--- src/rtl/btb_predictor_pkg.sv ---
// Shared definitions for the IF-stage branch target buffer: widths and
// 2-bit direction counter encodings.
package btb_predictor_pkg;

    localparam int BTB_WORD_SIZE  = 16;
    localparam int BTB_INDEX_BITS = 6;
    localparam int BTB_TAG_BITS   = BTB_WORD_SIZE - BTB_INDEX_BITS;
    localparam int BTB_CTR_BITS   = 2;

    typedef enum logic [BTB_CTR_BITS-1:0] {
        CTR_SNT = 2'd0,
        CTR_WNT = 2'd1,
        CTR_WT  = 2'd2,
        CTR_ST  = 2'd3
    } btb_ctr_e;

    localparam btb_ctr_e CTR_INIT = CTR_WT;

endpackage

--- src/rtl/btb_sat_counter.sv ---
// Combinational next state of a 2-bit saturating direction counter.
module btb_sat_counter
    import btb_predictor_pkg::*;
(
    input  logic [BTB_CTR_BITS-1:0] ctr,
    input  logic                    taken,
    output logic [BTB_CTR_BITS-1:0] ctr_next
);

    always_comb begin
        ctr_next = ctr;
        if (taken) begin
            if (ctr != CTR_ST) ctr_next = ctr + 2'd1;
        end else begin
            if (ctr != CTR_SNT) ctr_next = ctr - 2'd1;
        end
    end

endmodule

--- src/rtl/btb_predictor.sv ---
// Direct-mapped tagged BTB with zero-latency lookup and ID-stage training.
// Define BTB_COUNTER_EN for 2-bit direction counters; otherwise every hit predicts taken.
module btb_predictor
    import btb_predictor_pkg::*;
#(
    parameter int WORD_SIZE  = BTB_WORD_SIZE,
    parameter int INDEX_BITS = BTB_INDEX_BITS,
    parameter int TAG_BITS   = WORD_SIZE - INDEX_BITS
) (
    input  logic                 clk,
    input  logic                 reset_n,
    input  logic [WORD_SIZE-1:0] pc,
    output logic [WORD_SIZE-1:0] predictedPC,
    output logic                 predictHit,
    input  logic                 updEn,
    input  logic [WORD_SIZE-1:0] updPC,
    input  logic [WORD_SIZE-1:0] updTarget,
    input  logic                 updTaken,
    input  logic                 updIsJump
);

    localparam int ENTRIES = 1 << INDEX_BITS;

    logic [ENTRIES-1:0]   valid_q;
    logic [ENTRIES-1:0]   jump_q;
    logic [TAG_BITS-1:0]  tag_q    [ENTRIES];
    logic [WORD_SIZE-1:0] target_q [ENTRIES];

    logic [INDEX_BITS-1:0] look_idx;
    logic [TAG_BITS-1:0]   look_tag;
    logic                  look_hit;
    logic                  predict_taken;

    logic [INDEX_BITS-1:0] upd_idx;
    logic [TAG_BITS-1:0]   upd_tag;
    logic                  upd_hit;
    logic                  upd_taken_eff;

    assign look_idx = pc[INDEX_BITS-1:0];
    assign look_tag = pc[WORD_SIZE-1:INDEX_BITS];
    assign look_hit = valid_q[look_idx] && (tag_q[look_idx] == look_tag);

    assign upd_idx       = updPC[INDEX_BITS-1:0];
    assign upd_tag       = updPC[WORD_SIZE-1:INDEX_BITS];
    assign upd_hit       = valid_q[upd_idx] && (tag_q[upd_idx] == upd_tag);
    assign upd_taken_eff = updTaken || updIsJump;

`ifdef BTB_COUNTER_EN
    logic [BTB_CTR_BITS-1:0] ctr_q [ENTRIES];
    logic [BTB_CTR_BITS-1:0] ctr_next;

    btb_sat_counter u_sat_counter (
        .ctr      (ctr_q[upd_idx]),
        .taken    (upd_taken_eff),
        .ctr_next (ctr_next)
    );

    assign predict_taken = look_hit && (jump_q[look_idx] || ctr_q[look_idx][1]);

    // A not-taken miss leaves the counter alone; a taken miss reallocates it.
    always_ff @(posedge clk) begin
        if (updEn && (upd_taken_eff || upd_hit))
            ctr_q[upd_idx] <= upd_hit ? ctr_next : CTR_INIT;
    end
`else
    assign predict_taken = look_hit;
`endif

    assign predictHit  = predict_taken;
    assign predictedPC = predict_taken ? target_q[look_idx] : pc + WORD_SIZE'(1);

    // Only valid bits are reset; stale payload in invalid entries is never used.
    always_ff @(posedge clk or negedge reset_n) begin
        if (!reset_n) begin
            valid_q <= '0;
        end else if (updEn) begin
            if (upd_taken_eff)
                valid_q[upd_idx] <= 1'b1;
`ifndef BTB_COUNTER_EN
            else if (upd_hit)
                valid_q[upd_idx] <= 1'b0;
`endif
        end
    end

    always_ff @(posedge clk) begin
        if (updEn && upd_taken_eff) begin
            tag_q[upd_idx]    <= upd_tag;
            target_q[upd_idx] <= updTarget;
            jump_q[upd_idx]   <= updIsJump;
        end
    end

endmodule

--- config.mk ---
export PLATFORM = sky130hd
export DESIGN_NAME = btb_predictor
export DESIGN_NICKNAME = d
export VERILOG_FILES = /design/src/rtl/btb_predictor_pkg.sv /design/src/rtl/btb_sat_counter.sv /design/src/rtl/btb_predictor.sv
export SDC_FILE = /design/constraint.sdc
export NUM_CORES = 2
export LEC_CHECK = 0
export BUFFER_PORTS_ARGS = -buffer_cell sky130_fd_sc_hd__buf_2
export CAP_MARGIN = 10
export CORE_MARGIN = 4
export CORE_UTILIZATION = 60
export DETAILED_ROUTE_END_ITERATION = 16
export PLACE_DENSITY = 0.76
export SETUP_SLACK_MARGIN = 0.02
export SLEW_MARGIN = 20
export SYNTH_ARGS = -nofsm -noshare
export SYNTH_HDL_FRONTEND = slang
export SYNTH_SLANG_ARGS = --single-unit
--- constraint.sdc ---
create_clock -name clk -period 5.8 [get_ports clk]
set_input_delay 0.58 -clock clk [delete_from_list [all_inputs] [get_ports clk]]
set_output_delay 0.58 -clock clk [all_outputs]
set_load 0.01 [all_outputs]
# Yosys cells after proc, flatten, opt, wreduce, memory -nomap -nowiden
# Memory sizes are Yosys's and may differ from the RTL's.
# Index checks and enable logic that the tools add are counted.
classes:
  muxes: 11
  n_lt_le_gt_ge: 3
  n_eq_ne: 2
  addsub: 1
  n_reduce_logical: 7
  bitwise: 3
ops:
  columns: ["operator", "n"]
  rows:
  - ["$mux W64", 2]
  - ["$and A64 B64 Y64", 1]
  - ["$not A64 Y64", 1]
  - ["$or A64 B64 Y64", 1]
  - ["$eq A10 B10 Y1", 2]
  - ["$add A16 B1 Y16 const B", 1]
  - ["$mux W16", 1]
  - ["$lt A6 B7 Y1 const B", 2]
  - ["$bmux W1 S6", 2]
  - ["$demux W1 S6", 1]
  - ["$ge A6 B1 Y1 const B", 1]
  - ["$mux W1", 5]
  - ["$logic_and A1 B1 Y1", 4]
  - ["$reduce_and A2 Y1", 1]
  - ["$reduce_bool A2 Y1", 1]
  - ["$logic_or A1 B1 Y1", 1]
word_totals:
  memories: 2
  ff_bits: 64
  ram_bits: 1664
  wordCells: 30
  output_inout_bits: 17
  input_bits: 53
mem_list:
  columns: ["name", "words", "word_bits", "rd", "rd_clocked_by_memory_dff", "write_ports", "line", "source"]
  rows:
  - ["target_q", 64, 16, 1, 0, 1, "btb_predictor.sv:27", "logic [WORD_SIZE-1:0] target_q [ENTRIES];"]
  - ["tag_q", 64, 10, 2, 0, 1, "btb_predictor.sv:26", "logic [TAG_BITS-1:0] tag_q [ENTRIES];"]

# Depth between registers and ports, before layout
depth:
  word_depth: 8
  mapped_depth: 16
  mapped_depth_nobuf: 9

# Worst setup path before layout
# Ideal clock, no wire load.
synth_path:
  path_type: "input to output"
  from: "input pc[1]"
  to: "output predictedPC[12]"
  t_arrival_ps: 3693
  required_time_ps: 5220
  slack_ps: 1527
  cell_stages: 12
  path_buffers: 8
  cell_sequence: "buf_2 -> buf_6 -> buf_6 -> buf_6 -> buf_6 -> buf_2 -> clkbuf_1 -> clkbuf_1 -> mux4_2 -> mux4_2 -> mux4_2 -> mux2_4"
synth_between:
  elab_chain_cells: 4
  elab_cells_between_ends: 8
  cone_classes: "1 x add/sub; 1 x eq/ne; 3 x mux; 1 x reduce/logical; 2 x memory"
synth_lines:
  columns: ["element", "line", "source"]
  rows:
  - ["start, declared", "btb_predictor.sv:12", "input logic [WORD_SIZE-1:0] pc,"]
  - ["$mem_v2 Z64 W10 / $bmux W1 S6 (equally long branches)", null, null]
  - ["$eq A10 B10 Y1 / $mux W1 (equally long branches)", "btb_predictor.sv:41", "assign look_hit = valid_q[look_idx] && (tag_q[look_idx] == look_tag);"]
  - ["$logic_and A1 B1 Y1", "btb_predictor.sv:41", null]
  - ["$mux W16 (*)", "btb_predictor.sv:70", "assign predictedPC = predict_taken ? target_q[look_idx] : pc + WORD_SIZE'(1);"]
  - ["end, declared", "btb_predictor.sv:13", "output logic [WORD_SIZE-1:0] predictedPC,"]
# Mark *: on every way between the ends. The rest lies on a longest branch, timed or not. The select of a mux whose other input is x is not followed.

# Worst setup path in the final report
layout_path:
  from: "input pc[1]"
  to: "output predictedPC[11]"
# The elaborated chain is that of the path after synthesis.

==> results.py <==
metrics = {
    "global_routing": {
        "antenna_found_initial": 5,
        "grtUsageTotal_pct": 38.7,
        "grt_pass1_vias": 43100,
        "grt_max_degree": 116,
        "grt_pass1_wl_um": 339000,
        "overflow": 0,
    },
    "worst_setup_path": {
        "crit_required_ns": 5.22,
        "critical_path.max_fanout": 75,
        "slowest_stage": "buf_12",
        "critPathKind": "input pin to primary output",
        "endpoint_kind": "primary output",
        "start_kind": "input pin",
        "crit_arrival_ns": 4.97,
        "critPathMaxStageDelay_ns": 0.48,
        "r2r-start": "tag_q[3][1]",
        "crit_chain": "buf_8 -> buf_12 -> mux4_2 -> mux4_2 -> mux2i_1 -> or3b_2 -> o2111ai_1 -> a2111oi_1 -> nand4_2 -> buf_12 -> mux2_4 -> buf_2",
        "crit_start": "pc[1]",
    },
    "cts": {
        "clock-sinks": 1728,
        "clockBufferDepth": 3,
        "numCtsBuffers": 169,
        "cts.clk_slew.worst_paths_ns": 0.06,
        "htreeDepth": 4,
        "clock_latency_ns": 0.81,
        "cts_tree": "built",
        "cts-root-buf": "clkbuf_16",
    },
    "sta": {
        "drv_slew": 0,
        "fin_ws_ns": 0.248,
        "slew_headroom_pct": 21.4,
        "hold_viol_final": 0,
        "fmax_mhz": 180,
        "setup_viol": 0,
        "rsz0062_at_grt": "false",
        "min_period_ns": 5.55,
        "fin_skew_ns": 0.0588,
        "setup_tns_ns": 0,
        "finalCritPeriodShare_pct": 95.7,
        "tightest_slew_ns": 1.18,
    },
    "drt": {
        "drc": 0,
        "routed_via_density": 7.94,
        "vias": 43700,
        "drt-initial-drc-count": 8675,
        "postRouteAntennaNets": 0,
        "wire_per_inst_um": 44.4,
        "totalWireLength_um": 245000,
        "firstDrtPassIters": 11,
    },
    "placement": {
        "gp_routability_congestion": 1.02,
        "hpwl_um": 138000,
        "numPortBuffers": 69,
        "pre_cts_slack_ns": 0.407,
    },
    "floorplanning": {
        "coreArea_um2": 122000,
        "die_area_um2": 128000,
        "io_pins": 70,
        "die_h_um": 358,
        "core.rowCount": 128,
        "initial_core_util_pct": 60.3,
        "fp.dieW_um": 358,
    },
    "status": {
        "outcome": "completed",
    },
    "synthesis": {
        "ys_types": 73,
        "yosys_warnings": 0,
        "yosys_register_bits": 1728,
        "synth_area_um2": 73400,
        "synth_nets": 3601,
        "synth_top_area_share_pct": 68.0,
        "synth_flop_cell": "edfxtp_1",
        "synth_area_per_cell_um2": 20.7,
        "postSynth.asyncResetShare_pct": 3.70,
        "synth-edff-count": 1664,
        "yosysTopAreaCell": "edfxtp_1",
        "synth_cells": 3547,
        "synth_seq_area_share_pct": 70.2,
        "synth.area.top_cells": "edfxtp_1 (68%), mux4_2 (18%), dfrtp_1 (2.2%)",
    },
    "hold_path": {
        "hp-class": "input pin to flop",
        "hp-start": "updTarget[6]",
    },
    "run": {
        "max-cap-violations": 0,
    },
    "finish": {
        "nNetsFinal": 3796,
        "area_growth_pct": 12.6,
        "drive_above_1_share_pct": 32.4,
        "fin_util_pct": 67.9,
    },
    "pwr": {
        "powerDensity_nw_per_um2": 321,
        "p_leak_nw": 25.8,
        "p_total_w": 0.0265,
        "irDropWorstVdd_mv": 0.360,
    },
}
==> sequential cells by signal, indices dropped and copies added (netlist names), named ones only <==
signal	cells
target_q	1024
tag_q	640
==> stage by stage <==
step,cells,hold slack (ns),area (um^2)
detailed placement,5190,0.512,77100
CTS,5500,0.404,82500
floorplan,3547,0.284,73400
global route,5505,0.199,82700
global placement,5190,0.509,77100
finish,5512,0.207,82700
==> cell usage after synthesis (24+ instances only) <==
library cell and n:
clkbuf_1 93, mux4_2 592, a22oi_1 62, buf_2 98, nand2_1 60, edfxtp_1 1664
mux2_2 54, mux2i_1 120, o21a_1 38, dfrtp_1 64, o22ai_1 45, a221oi_1 72
xnor2_1 24, nor2_1 106, a21oi_1 33, o21ai_0 36, a211o_1 50
==> where the power goes <==
part | internal (W) | leakage [nW] | switching, W | total [W]
logic | 0.000679 | 7.59 | 0.00113 | 0.00181
registers | 0.0137 | 15.5 | 0.0000268 | 0.0138
clock network | 0.00612 | 2.68 | 0.00484 | 0.0110
total | 0.0205 | 25.8 | 0.00600 | 0.0265
==> cell usage in the layout, fill, tap and decap left out, types with 41 or more instances in the layout <==
cell type and n:
edfxtp_1 1664, mux4_2 592, clkbuf_16 171, buf_4 166, mux2i_1 120, a221oi_1 72, nor2_4 64, dfrtp_1 64
a22oi_1 62, nand2_1 60, buf_2 60, mux2_2 54, a211o_1 50, o22ai_1 45, buf_12 41
==> area by class of cell <==
type / instances / area (um^2)
tap: 1625 / 2030
timing repair buffer: 275 / 2480
sequential: 1728 / 51600
antenna: 7 / 17.5
multi-input combinational: 1562 / 21100
inverter: 6 / 27.5
clock inverter: 102 / 1040
clock buffer: 207 / 4440
fill: 7423 / 39000
==> per-layer routing <==
layer,vias up,part of all wire [%],GRT usage [%]
met4,4,7.1,22.1
met5,-,0.011,0.189
met3,958,17,15.4
met2,4716,44,55.1
li1,15700,-,-
met1,22400,32,51.4
==> logic make-up (layout without fill, tap and decap cells) <==
| kind of cell | count (synthesis) | in the layout | synth area share [%] |
|---|---|---|---|
| DFF | 1728 | 1728 | 70.2 |
| muxes | 775 | 775 | 20.8 |
| AOI/OAI and AO/OA | 481 | 481 | 4.95 |
| and+or+nand+nor | 270 | 270 | 1.81 |
| buffers and inverters | 257 | 590 | 1.80 |
| xor gates and xnor gates | 35 | 35 | 0.417 |
| adders and majority gates | 1 | 1 | 0.0170 |
| other | 0 | 7 | 0 |
==> path summary, 6_finish.rpt <==
| path | slack [ns] | end | depth (start not counted) |
|---|---|---|---|
| min in group asynchronous | 0.53 | asynchronous set/reset pin | 3 |
| hold / removal | 0.21 | target_q[38][6] | 1 |
| max in group asynchronous | 4.69 | asynchronous set/reset pin | 3 |
| setup reg to reg | 2.13 | flop | 10 |
| setup / recovery | 0.25 | predictedPC[11] | 12 |
| hold reg to reg | 0.53 | flop | 1 |
==> critical path: cells and delay by family <==
| family | cells | cell delay [ns] |
|---|---|---|
| multiplexers | 4 | 1.68 |
| buffers and inverters | 4 | 1.30 |
| AND/OR/NAND/NOR | 2 | 0.58 |
| AO/OA/AOI/OAI | 2 | 0.61 |
==> what timing repair did <==
| item | 4_1_cts | 5_1_grt |
|---|---|---|
| hold buffers | 1 | 0 |
| buffers inserted | 0 | 0 |
| hold endpoints to repair | 30 | 0 |
| resized for setup | 0 | 0 |
No activity file was read; power rests on OpenSTA's default activity.
